File: src/rtl/alu_seq_core.sv
// alu_seq_core: handshaked ALU with single-cycle arithmetic/logic/shift/compare
// ops and an iterative shift-add unsigned multiply (WIDTH cycles).
//
// Optional feature macro: ALU_SAT_EN
//   defined   -> opcodes 1100 ADDS / 1101 SUBS are signed saturating ops
//   undefined -> 1100 / 1101 are reported as illegal
//
// Ports:
//   clock, reset_n           clock, async active-low reset
//   in_valid / in_ready      operation handshake (in_ready is combinational)
//   opcode, operand_a/b      operation select and operands (b = shift amount)
//   out_valid / out_ready    result handshake
//   result, result_hi        low word, high word (MUL only, else 0)
//   zero/carry/overflow/illegal_flag  status of the held result
//   busy                     multiply in progress
//
// FSM states:
//   state | meaning
//   IDLE  | ready for a new operation (subject to output backpressure)
//   MUL   | shift-add multiply running, one multiplier bit per cycle

module alu_seq_core #(
  parameter int WIDTH = 8,
  parameter int SHW   = $clog2(WIDTH)
) (
  input  logic             clock,
  input  logic             reset_n,
  input  logic             in_valid,
  output logic             in_ready,
  input  logic [3:0]       opcode,
  input  logic [WIDTH-1:0] operand_a,
  input  logic [WIDTH-1:0] operand_b,
  output logic             out_valid,
  input  logic             out_ready,
  output logic [WIDTH-1:0] result,
  output logic [WIDTH-1:0] result_hi,
  output logic             zero_flag,
  output logic             carry_flag,
  output logic             overflow_flag,
  output logic             illegal_flag,
  output logic             busy
);

  localparam logic [3:0] OP_ADD  = 4'h0;
  localparam logic [3:0] OP_SUB  = 4'h1;
  localparam logic [3:0] OP_AND  = 4'h2;
  localparam logic [3:0] OP_OR   = 4'h3;
  localparam logic [3:0] OP_XOR  = 4'h4;
  localparam logic [3:0] OP_NOR  = 4'h5;
  localparam logic [3:0] OP_SLL  = 4'h6;
  localparam logic [3:0] OP_SRL  = 4'h7;
  localparam logic [3:0] OP_SRA  = 4'h8;
  localparam logic [3:0] OP_SLT  = 4'h9;
  localparam logic [3:0] OP_SLTU = 4'hA;
  localparam logic [3:0] OP_MUL  = 4'hB;
`ifdef ALU_SAT_EN
  localparam logic [3:0] OP_ADDS = 4'hC;
  localparam logic [3:0] OP_SUBS = 4'hD;
  localparam logic [WIDTH-1:0] SMAX = {1'b0, {(WIDTH-1){1'b1}}};
  localparam logic [WIDTH-1:0] SMIN = {1'b1, {(WIDTH-1){1'b0}}};
`endif

  typedef enum logic {IDLE, MUL} state_t;

  state_t state_q, state_d;

  logic accept;
  logic is_mul;
  logic mul_done;

  assign accept = in_valid && in_ready;
  assign is_mul = (opcode == OP_MUL);

  // ---------------------------------------------------------------
  // Single-cycle datapath
  // ---------------------------------------------------------------
  logic [WIDTH:0]        add_ext, sub_ext, sll_ext, srl_ext;
  logic signed [WIDTH:0] sra_ext;
  logic                  add_ovf, sub_ovf;
  logic [WIDTH-1:0]      alu_res;
  logic                  alu_carry, alu_ovf, alu_ill, alu_zero;

  assign add_ext = {1'b0, operand_a} + {1'b0, operand_b};
  assign sub_ext = {1'b0, operand_a} - {1'b0, operand_b};
  assign add_ovf = (operand_a[WIDTH-1] == operand_b[WIDTH-1]) &&
                   (add_ext[WIDTH-1] != operand_a[WIDTH-1]);
  assign sub_ovf = (operand_a[WIDTH-1] != operand_b[WIDTH-1]) &&
                   (sub_ext[WIDTH-1] != operand_a[WIDTH-1]);

  // Shifts carry one guard bit so the last bit shifted out falls into it;
  // amounts beyond WIDTH shift the guard bit out too (0, or sign for SRA).
  assign sll_ext = {1'b0, operand_a} << operand_b;
  assign srl_ext = {operand_a, 1'b0} >> operand_b;
  assign sra_ext = $signed({operand_a, 1'b0}) >>> operand_b;

  always_comb begin
    alu_res   = '0;
    alu_carry = 1'b0;
    alu_ovf   = 1'b0;
    alu_ill   = 1'b0;
    case (opcode)
      OP_ADD: begin
        alu_res   = add_ext[WIDTH-1:0];
        alu_carry = add_ext[WIDTH];
        alu_ovf   = add_ovf;
      end
      OP_SUB: begin
        alu_res   = sub_ext[WIDTH-1:0];
        alu_carry = sub_ext[WIDTH];
        alu_ovf   = sub_ovf;
      end
      OP_AND:  alu_res = operand_a & operand_b;
      OP_OR:   alu_res = operand_a | operand_b;
      OP_XOR:  alu_res = operand_a ^ operand_b;
      OP_NOR:  alu_res = ~(operand_a | operand_b);
      OP_SLL: begin
        alu_res   = sll_ext[WIDTH-1:0];
        alu_carry = sll_ext[WIDTH];
      end
      OP_SRL: begin
        alu_res   = srl_ext[WIDTH:1];
        alu_carry = srl_ext[0];
      end
      OP_SRA: begin
        alu_res   = sra_ext[WIDTH:1];
        alu_carry = sra_ext[0];
      end
      OP_SLT:  alu_res = {{(WIDTH-1){1'b0}}, ($signed(operand_a) < $signed(operand_b))};
      OP_SLTU: alu_res = {{(WIDTH-1){1'b0}}, (operand_a < operand_b)};
      OP_MUL:  alu_res = '0;
`ifdef ALU_SAT_EN
      OP_ADDS: begin
        alu_res = add_ovf ? (operand_a[WIDTH-1] ? SMIN : SMAX) : add_ext[WIDTH-1:0];
        alu_ovf = add_ovf;
      end
      OP_SUBS: begin
        alu_res = sub_ovf ? (operand_a[WIDTH-1] ? SMIN : SMAX) : sub_ext[WIDTH-1:0];
        alu_ovf = sub_ovf;
      end
`endif
      default: alu_ill = 1'b1;
    endcase
  end

  assign alu_zero = !alu_ill && (alu_res == '0);

  // ---------------------------------------------------------------
  // Shift-add multiplier: {acc_hi, acc_lo} starts as {0, B}; each step
  // adds the multiplicand into the high half when the low bit is set,
  // then shifts the whole pair right by one.
  // ---------------------------------------------------------------
  logic [WIDTH-1:0] mcand_q, acc_hi_q, acc_lo_q;
  logic [SHW-1:0]   cnt_q;
  logic [WIDTH:0]   step_sum;
  logic [WIDTH-1:0] step_hi, step_lo;

  assign step_sum = {1'b0, acc_hi_q} + (acc_lo_q[0] ? {1'b0, mcand_q} : '0);
  assign step_hi  = step_sum[WIDTH:1];
  assign step_lo  = {step_sum[0], acc_lo_q[WIDTH-1:1]};
  assign mul_done = (state_q == MUL) && (cnt_q == '0);

  always_ff @(posedge clock or negedge reset_n) begin
    if (!reset_n) begin
      mcand_q  <= '0;
      acc_hi_q <= '0;
      acc_lo_q <= '0;
      cnt_q    <= '0;
    end else if (accept && is_mul) begin
      mcand_q  <= operand_a;
      acc_hi_q <= '0;
      acc_lo_q <= operand_b;
      cnt_q    <= SHW'(WIDTH-1);
    end else if (state_q == MUL) begin
      acc_hi_q <= step_hi;
      acc_lo_q <= step_lo;
      cnt_q    <= cnt_q - SHW'(1);
    end
  end

  // ---------------------------------------------------------------
  // FSM
  // ---------------------------------------------------------------
  always_ff @(posedge clock or negedge reset_n) begin
    if (!reset_n) state_q <= IDLE;
    else          state_q <= state_d;
  end

  always_comb begin
    state_d = state_q;
    case (state_q)
      IDLE:    if (accept && is_mul) state_d = MUL;
      MUL:     if (cnt_q == '0)      state_d = IDLE;
      default: state_d = IDLE;
    endcase
  end

  always_comb begin
    in_ready = (state_q == IDLE) && (!out_valid || out_ready);
    busy     = (state_q == MUL);
  end

  // ---------------------------------------------------------------
  // Result registers
  // ---------------------------------------------------------------
  always_ff @(posedge clock or negedge reset_n) begin
    if (!reset_n) begin
      out_valid     <= 1'b0;
      result        <= '0;
      result_hi     <= '0;
      zero_flag     <= 1'b0;
      carry_flag    <= 1'b0;
      overflow_flag <= 1'b0;
      illegal_flag  <= 1'b0;
    end else if (accept && !is_mul) begin
      out_valid     <= 1'b1;
      result        <= alu_res;
      result_hi     <= '0;
      zero_flag     <= alu_zero;
      carry_flag    <= alu_carry;
      overflow_flag <= alu_ovf;
      illegal_flag  <= alu_ill;
    end else if (accept) begin
      // previous result was consumed this cycle; nothing valid until MUL ends
      out_valid <= 1'b0;
    end else if (mul_done) begin
      out_valid     <= 1'b1;
      result        <= step_lo;
      result_hi     <= step_hi;
      zero_flag     <= ({step_hi, step_lo} == '0);
      carry_flag    <= (step_hi != '0);
      overflow_flag <= (step_hi != '0);
      illegal_flag  <= 1'b0;
    end else if (out_ready) begin
      out_valid <= 1'b0;
    end
  end

endmodule

File: config.mk
export PLATFORM = sky130hd
export DESIGN_NAME = alu_seq_core
export DESIGN_NICKNAME = d
export VERILOG_FILES = /design/src/rtl/alu_seq_core.sv
export SDC_FILE = /design/constraint.sdc
export NUM_CORES = 1
export LEC_CHECK = 0
export ABC_AREA = 0
export CORE_MARGIN = 1.5
export CORE_UTILIZATION = 51
export DETAILED_ROUTE_END_ITERATION = 16
export GPL_ROUTABILITY_DRIVEN = 0
export GPL_TIMING_DRIVEN = 0
export PLACE_DENSITY = 0.83
export SETUP_SLACK_MARGIN = 0.4
export SLEW_MARGIN = 20
export SYNTH_ARGS = -nofsm -noshare
export SYNTH_HDL_FRONTEND = slang
export SYNTH_SLANG_ARGS = --single-unit
File: constraint.sdc
create_clock -name clock -period 6.6 [get_ports clock]
set_clock_uncertainty 0.05 [all_clocks]
set_input_delay 1.32 -clock clock [delete_from_list [all_inputs] [get_ports clock]]
set_output_delay 1.32 -clock clock [all_outputs]
set_load 0.005 [all_outputs]
* Yosys cells after proc, flatten, opt, wreduce, memory -nomap -nowiden
Cells that the tools add are included.
** Cells by class
- Add/subtract/negate cells :: 4
- $lt $le $gt $ge :: 2
- Equality and inequality tests :: 16
- Shifts and indexed selects :: 3
- Multiplexer cells :: 34
- Bitwise gates (word level) :: 5
- Reductions and logical operators :: 21
** Operators by type and width (count)
- $mux 8 :: 11
- $pmux 8 s11 :: 1
- $add 8x8->9 :: 2
- $mux 1 :: 17
- $eq 4x3->1 const B :: 4
- $eq 4x4->1 const B :: 4
- $logic_not 16->1 :: 1
- $lt 8x8->1 :: 2
- $reduce_or 12->1 :: 1
- $shl 8x8->9 :: 1
- $shr 9x8->9 :: 1
- $sshr 9x8->9 :: 1
- $sub 8x8->9 :: 1
- $and 8x8->8 :: 1
- $eq 4x2->1 const B :: 2
- $logic_and 1x1->1 :: 8
- $logic_not 8->1 :: 1
- $not 8->8 :: 1
- $or 8x8->8 :: 1
- $reduce_bool 8->1 :: 1
- $xor 8x8->8 :: 1
- $mux 3 :: 2
- $pmux 1 s5 :: 1
- $eq 4x1->1 const B :: 1
- other kinds (13) :: 18
** Word-level totals
- Bits in registers :: 49
- Input bits :: 24
- Logic and storage cells :: 97

* Depth between registers and ports, before layout
Gate-level depths: netlist of run 1.
- Depth after elaboration :: 7
- Mapped depth :: 12

* Worst setup path after synthesis of run 1
No wires, ideal clock.
- Path kind :: input -> register
- Start point :: in operand_b[1]
- End point :: reg zero_flag
- Arrival :: 3.595 ns
- Path slack :: 2.879 ns
- Stages :: 12
- Path buffers :: 2
- Path through :: buf_2 buf_2 inv_1 fa_1 or3_1 nand4_1 o211ai_1 a211oi_1 o211ai_1 nor4_1 nand4_1 o21ai_1
** Between the ends
- Word-level cells in the longest chain between the ends :: 6
** RTL lines
- start, declared :: line 32 : input logic [WIDTH-1:0] operand_b,
- parallel branches: the longest is 2 deep, another holds $sub 8x8->9
- $pmux 8 s11 (*) :: line 101 : case (opcode)
- $logic_not 8->1 (*) :: line 145 : assign alu_zero = !alu_ill && (alu_res == '0);
- $logic_and 1x1->1 (*) :: line 145
- $mux 1 (*) :: line 214 : end else if (accept && !is_mul) begin
- end signal, assigned :: line 218 : zero_flag <= alu_zero;
- end signal, assigned :: line 229 : zero_flag <= ({step_hi, step_lo} == '0);
- end, declared :: line 37 : output logic zero_flag,
Mark *: on every way between the ends.
A chain may end at the register's enable or synchronous reset.

* Worst setup path after layout of run 1
- Start point :: in operand_b[2]
- End point :: reg zero_flag
The elaborated chain is that of the path after synthesis.

==> impl_metrics.csv, run 1 <==
group,metric,value,unit
global_routing,grt.total_usage,0.2822,
cts,clock_sinks,49,
synth,yosys.area.top_type,"dfrtp_1",
cts,clockBufferDepth,2,
place,dpl-instance-area,0.005202,sq mm
pwr,p_leak,2.277,nW
synth,yosysSeqAreaShare,0.2662,
synth,yosys_warnings,0,
pwr,p_int,832.3,uW
drt,viasPerCell,6.486,
final_layout,post-route-cell-area,0.005325,sq mm
synth,postSynthAreaPerCell,8.152,sq um
timing,setup_viol,0,
pwr,comb_power_share,0.482,
status,status,"finished, final reports clean",
cts,numCtsBuffers,5,
floorplanning,start_util,0.5281,
setup_path,crit_required,6.79,ns
place,dp_hpwl,10630,um
cts,htree_levels,2,
pwr,p_per_area,259.1,mW/mm^2
final_layout,num-nets-final,678,
cts,cts_root_buffer,"clkbuf_8",
final_layout,register_area,0.001226,sq mm
timing,worst_hold_slack,0.4366,ns
drt,drt-wirelength-per-cell,18.81,um
global_routing,grt-ovfl-total,0,
final_layout,nFillCells,740,
drt,drc,0,
final_layout,layout-drive-gt1-share,0.07443,
pwr,finalPower,1.380,mW
final_layout,synthToLayoutAreaGrowth,15.62,%
final_layout,multi_input_area,0.003105,sq mm
synth,synth_top_area_frac,0.2662,
place,portBuffers,44,
timing,worst_pin_slew,0.9816,ns
synth,synth_compound_area_frac,0.2423,
synth,synth_edf_count,0,
floorplanning,die-area,0.009610,sq mm
synth,synthXorXnorAreaFrac,0.02852,
run,cap_violations,0,
cts,cts_tree,"built",
setup_path,worstPathArrival,4.87,ns
synth,synth-seq-cells,49,
timing,slew_headroom,0.3439,
pwr,p_sw,547.3,uW
drt,drt_iter0_markers,293,
global_routing,grt_pass1_vias,4431,
drt,firstDrtPassIters,5,
cts,clkLatencyLatePin,0.30,ns
setup_path,crit_fanout,10,
cts,cts.hold.buffers_added,0,
hold_path,hold_class,"flop to flop",
final_layout,layout_common_cells,"nand2_1, o21ai_0, dfrtp_1",
drt,drt_wl_total,13650,um
synth,muxShareOfSynthArea,0.08096,
timing,period_minus_slack,4.683,ns
floorplanning,ioPinCount,47,
synth,yosys.area_share.simple,0.2143,
floorplanning,die_x,98.03,um
timing,setup_tns,0,ns
cts,clk_pin_slew,0.09,ns
final_layout,fin_util,0.6106,
setup_path,start_kind,"input pin",
final_layout,final_common_cell,"nand2_1",
final_layout,antenna-diode-count,0,
timing,rsz0062_at_grt,"false",
synth,async_reset_ff_frac,1.000,
pwr,peakVddDrop,0.1369,mV
timing,hold_viol_final,0,
pwr,pwr-share-clk,0.161,
synth,netlist_area,0.004606,sq mm
global_routing,grt_max_degree,32,
timing,maxSlewViolCount,0,
setup_path,end_kind,"flop",
synth,synth_area_leaders,"dfrtp_1, ha_1, nand2_1",
synth,synthAdderAreaFrac,0.1054,
pwr,pwr-share-seq,0.357,
cts,cts_setup_buffers,0,
cts,cts.repair.resized,0,
drt,drt.antenna.violating_nets,0,
floorplanning,rows,34,
synth,ys.flop_type,"dfrtp_1",
drt,vias,4709,
timing,post-route-period-util,0.7095,
synth,synthCells,565,
synth,synthesis.nets,626,
synth,synth_top_family_by_area,"compound AO/OA/AOI/OAI gates",
global_routing,antenna_found_initial,0,
floorplanning,die_y,98.03,um
setup_path,crit_type,"input pin to flop",
floorplanning,coreArea,0.008721,sq mm
synth,synth_cell_type_count,71,
pwr,swShare,0.3967,
timing,fmax,0.2135,GHz
global_routing,grt_pass1_wl,22080,um
## power groups by stage
stage               clock [mW]  combinational (mW)  sequential (mW)
CTS                      0.222               0.661            0.490
detailed placement           0               0.658            0.495
global placement             0               0.630            0.488
global route             0.235               0.732            0.505
finish                   0.222               0.665            0.492
floorplan                    0               0.413            0.477
## cells by family after synthesis
family                     count (synthesis)
AOI/OAI and AO/OA                        164
muxes                                     33
DFF                                       49
xor gates and xnor gates                  15
adders and majority gates                 37
buffers and inverters                     69
and+or+nand+nor                          198
## worst max-delay path, stage by stage
cell and delay [ns]:
clkdlybuf4s50_1 0.51, clkbuf_1 0.42, inv_1 0.30, ha_1 0.36
clkbuf_1 0.32, nor3_1 0.13, nor3_1 0.23, xor2_1 0.10
a221oi_1 0.61, nand3_1 0.13, nor4_1 0.21, nand4_1 0.13
o21ai_1 0.11
## sequential cells by signal, summed over array words and instances, names as in the netlist
name / cells
cnt_q: 3
result: 8
result_hi: 8
acc_hi_q: 8
acc_lo_q: 8
busy: 1
out_valid: 1
overflow_flag: 1
illegal_flag: 1
zero_flag: 1
carry_flag: 1
mcand_q: 8
## final timing paths
| kind | end | startpoint | cells after the start | slack, ns |
|---|---|---|---|---|
| max | zero_flag | operand_b[2] | 13 | 1.92 |
| min | mcand_q[7] | mcand_q[7] | 2 | 0.44 |
| max reg2reg | overflow_flag | acc_lo_q[0] | 10 | 3.52 |
| min reg2reg | mcand_q[7] | mcand_q[7] | 2 | 0.44 |
| max in group asynchronous | result[4] | reset_n | 2 | 5.08 |
| min in group asynchronous | acc_hi_q[5] | reset_n | 1 | 0.90 |
## cells in the mapped netlist (all sizes together), types with 8 or more instances
cell and count:
nand2 83, o21ai 52, dfrtp 49, ha 34, inv 31, nor2 29, mux2i 26, clkbuf 23
a21oi 22, buf 15, nand3 12, nor3 12, and2 11, a211oi 9, nor4 9, o22ai 9
xnor2 9, o211ai 8
## stage by stage
step | worst slack, ns | std cells
final | 1.917 | 726
after global routing | 1.699 | 726
after CTS | 2.076 | 726
after detailed placement | 1.759 | 718
after global placement | 1.816 | 717
after floorplan | 2.879 | 565
## layout make-up
| type | count | share of cell area |
|---|---|---|
| multi-input cells | 447 | 0.5832 |
| flip-flops and latches | 49 | 0.2303 |
| inverters | 31 | 0.02185 |
| clock inverters | 1 | 0.005639 |
| clock buffers | 7 | 0.01621 |
| repair buffers | 45 | 0.08553 |
| well taps | 108 | 0.02538 |
| plain buffers | 38 | 0.03195 |
## per-layer routing
| metal | part of all wire | GRT usage | vias up |
|---|---|---|---|
| met5 | 0 | 0 | - |
| met4 | 0.048 | 0.1429 | 0 |
| met3 | 0.090 | 0.03150 | 55 |
| met2 | 0.46 | 0.4610 | 295 |
| met1 | 0.40 | 0.3704 | 2196 |
| li1 | - | - | 2163 |
Note: power is estimated with default switching activity, not from simulation.
==> run 2, diff against run 1 <==
==> constraint.sdc (replaced) <==
create_clock -name clock -period 4.74 [get_ports clock]
set_clock_uncertainty 0.05 [all_clocks]
set_input_delay 0.948 -clock clock [delete_from_list [all_inputs] [get_ports clock]]
set_output_delay 0.948 -clock clock [all_outputs]
set_load 0.005 [all_outputs]
==> run 2 against run 1 <==
- design area up 0.19%
- first-iteration DRC count up 16%
- global-route usage unchanged
- via count down 0.25%
- worst setup slack worse by 1.3 ns
==> impl_metrics.csv, run 2 (synthesis results as in run 1) <==
group,metric,value,unit
status,status,"finished, final reports clean",
final_layout,final_common_cell,"nand2_1",
place,pre_cts_slack,0.2712,ns
setup_path,start_kind,"input pin",
setup_path,worstPathArrival,4.31,ns
pwr,swShare,0.3964,
final_layout,layout-drive-gt1-share,0.07767,
drt,drt.antenna.violating_nets,0,
pwr,comb_power_share,0.483,
cts,cts_root_buffer,"clkbuf_8",
drt,firstDrtPassIters,5,
cts,clockBufferDepth,2,
floorplanning,rows,34,
setup_path,crit_fanout,10,
pwr,peakVddDrop,0.1901,mV
drt,drt-wirelength-per-cell,18.87,um
pwr,pwr-share-seq,0.356,
floorplanning,die-area,0.009610,sq mm
global_routing,grt_max_degree,32,
timing,fin_ws,0.6169,ns
cts,htree_levels,2,
timing,rsz0062_at_grt,"false",
global_routing,grt_pass1_wl,22080,um
hold_path,hold_class,"flop to flop",
floorplanning,die_x,98.03,um
run,cap_violations,0,
final_layout,multi_input_area,0.003112,sq mm
timing,fmax,0.2425,GHz
floorplanning,ioPinCount,47,
cts,cts.hold.buffers_added,0,
final_layout,layout_common_cells,"nand2_1, o21ai_0, dfrtp_1",
floorplanning,die_y,98.03,um
final_layout,nFillCells,736,
cts,cts.repair.resized,0,
drt,drt_iter0_markers,339,
pwr,p_leak,2.284,nW
place,dp_hpwl,10630,um
global_routing,grt-ovfl-total,0,
pwr,p_per_area,360.1,mW/mm^2
timing,maxSlewViolCount,0,
timing,slew_headroom,0.3275,
cts,cts_tree,"built",
timing,setup_tns,0,ns
global_routing,antenna_found_initial,0,
cts,clkLatencyLatePin,0.30,ns
pwr,pwr-share-clk,0.161,
drt,viasPerCell,6.470,
drt,drt_wl_total,13700,um
final_layout,num-nets-final,678,
setup_path,reg2reg_setup_slack,1.66,ns
pwr,p_int,1.160,mW
setup_path,end_kind,"flop",
drt,drc,0,
setup_path,crit_type,"input pin to flop",
global_routing,grt.total_usage,0.2822,
cts,numCtsBuffers,5,
floorplanning,start_util,0.5281,
cts,cts_setup_buffers,0,
pwr,p_sw,761.6,uW
timing,period_minus_slack,4.123,ns
global_routing,grt_pass1_vias,4431,
drt,vias,4697,
timing,hold_viol_final,0,
cts,clk_pin_slew,0.09,ns
final_layout,antenna-diode-count,0,
timing,setup_viol,0,
final_layout,register_area,0.001226,sq mm
timing,post-route-period-util,0.8699,
final_layout,fin_util,0.6118,
setup_path,crit_required,4.92,ns
final_layout,synthToLayoutAreaGrowth,15.84,%
floorplanning,coreArea,0.008721,sq mm
cts,clock_sinks,49,
place,portBuffers,44,
timing,worst_pin_slew,0.9948,ns
[run 2: power by group through the flow]
stage          combinational [mW]  sequential, mW  clock (mW)
6_report                    0.928           0.684       0.309
5_1_grt                      1.02           0.703       0.327
4_1_cts                     0.920           0.683       0.310
3_5_place_dp                0.916           0.689           0
3_3_place_gp                0.877           0.680           0
2_1_floorplan               0.575           0.664           0
[run 2: path summary, 6_finish.rpt]
check,cells after the start,endpoint,from
setup reg to reg,10,overflow_flag,acc_lo_q[0]
setup / recovery,13,zero_flag,operand_b[1]
max in group asynchronous,2,result[4],reset_n
hold / removal,2,mcand_q[7],mcand_q[7]
hold reg to reg,2,mcand_q[7],mcand_q[7]
min in group asynchronous,1,acc_hi_q[5],reset_n
[run 2: routing by layer]
layer	vias up	share of wire	GRT usage	wire length, um
met4	0	0.051	0.1429	696
met3	60	0.091	0.03150	1243
li1	2157	-	-	-
met2	306	0.46	0.4610	6287
met5	-	0	0	0
met1	2174	0.40	0.3704	5470
[run 2: area by class of cell]
| type | instances | area share |
|---|---|---|
| flip-flops and latches | 49 | 0.2298 |
| repair buffers | 45 | 0.08537 |
| inverters | 31 | 0.02181 |
| plain buffers | 38 | 0.03260 |
| clock inverters | 1 | 0.005629 |
| multi-input cells | 447 | 0.5833 |
| well taps | 108 | 0.02533 |
| clock buffers | 7 | 0.01618 |
[run 2: stage by stage]
step / instances / area, sq um / power, mW / hold WS [ns]
global placement: 717 / 5181 / 1.557 / 0.4064
global route: 726 / 5335 / 2.050 / 0.4596
CTS: 726 / 5319 / 1.912 / 0.4368
detailed placement: 718 / 5202 / 1.605 / 0.4168
floorplan: 565 / 4606 / 1.238 / 0.3918
finish: 726 / 5335 / 1.921 / 0.4351
[run 2: critical path, stage by stage]
cell and delay, ns:
clkdlybuf4s50_1 0.54, buf_2 0.25, clkbuf_4 0.27, inv_1 0.19, fa_1 0.49, or3_1 0.37, nand4_1 0.09, o211ai_1 0.13
a211oi_1 0.38, o211ai_1 0.16, nor4_1 0.25, nand4_1 0.12, o21ai_1 0.11
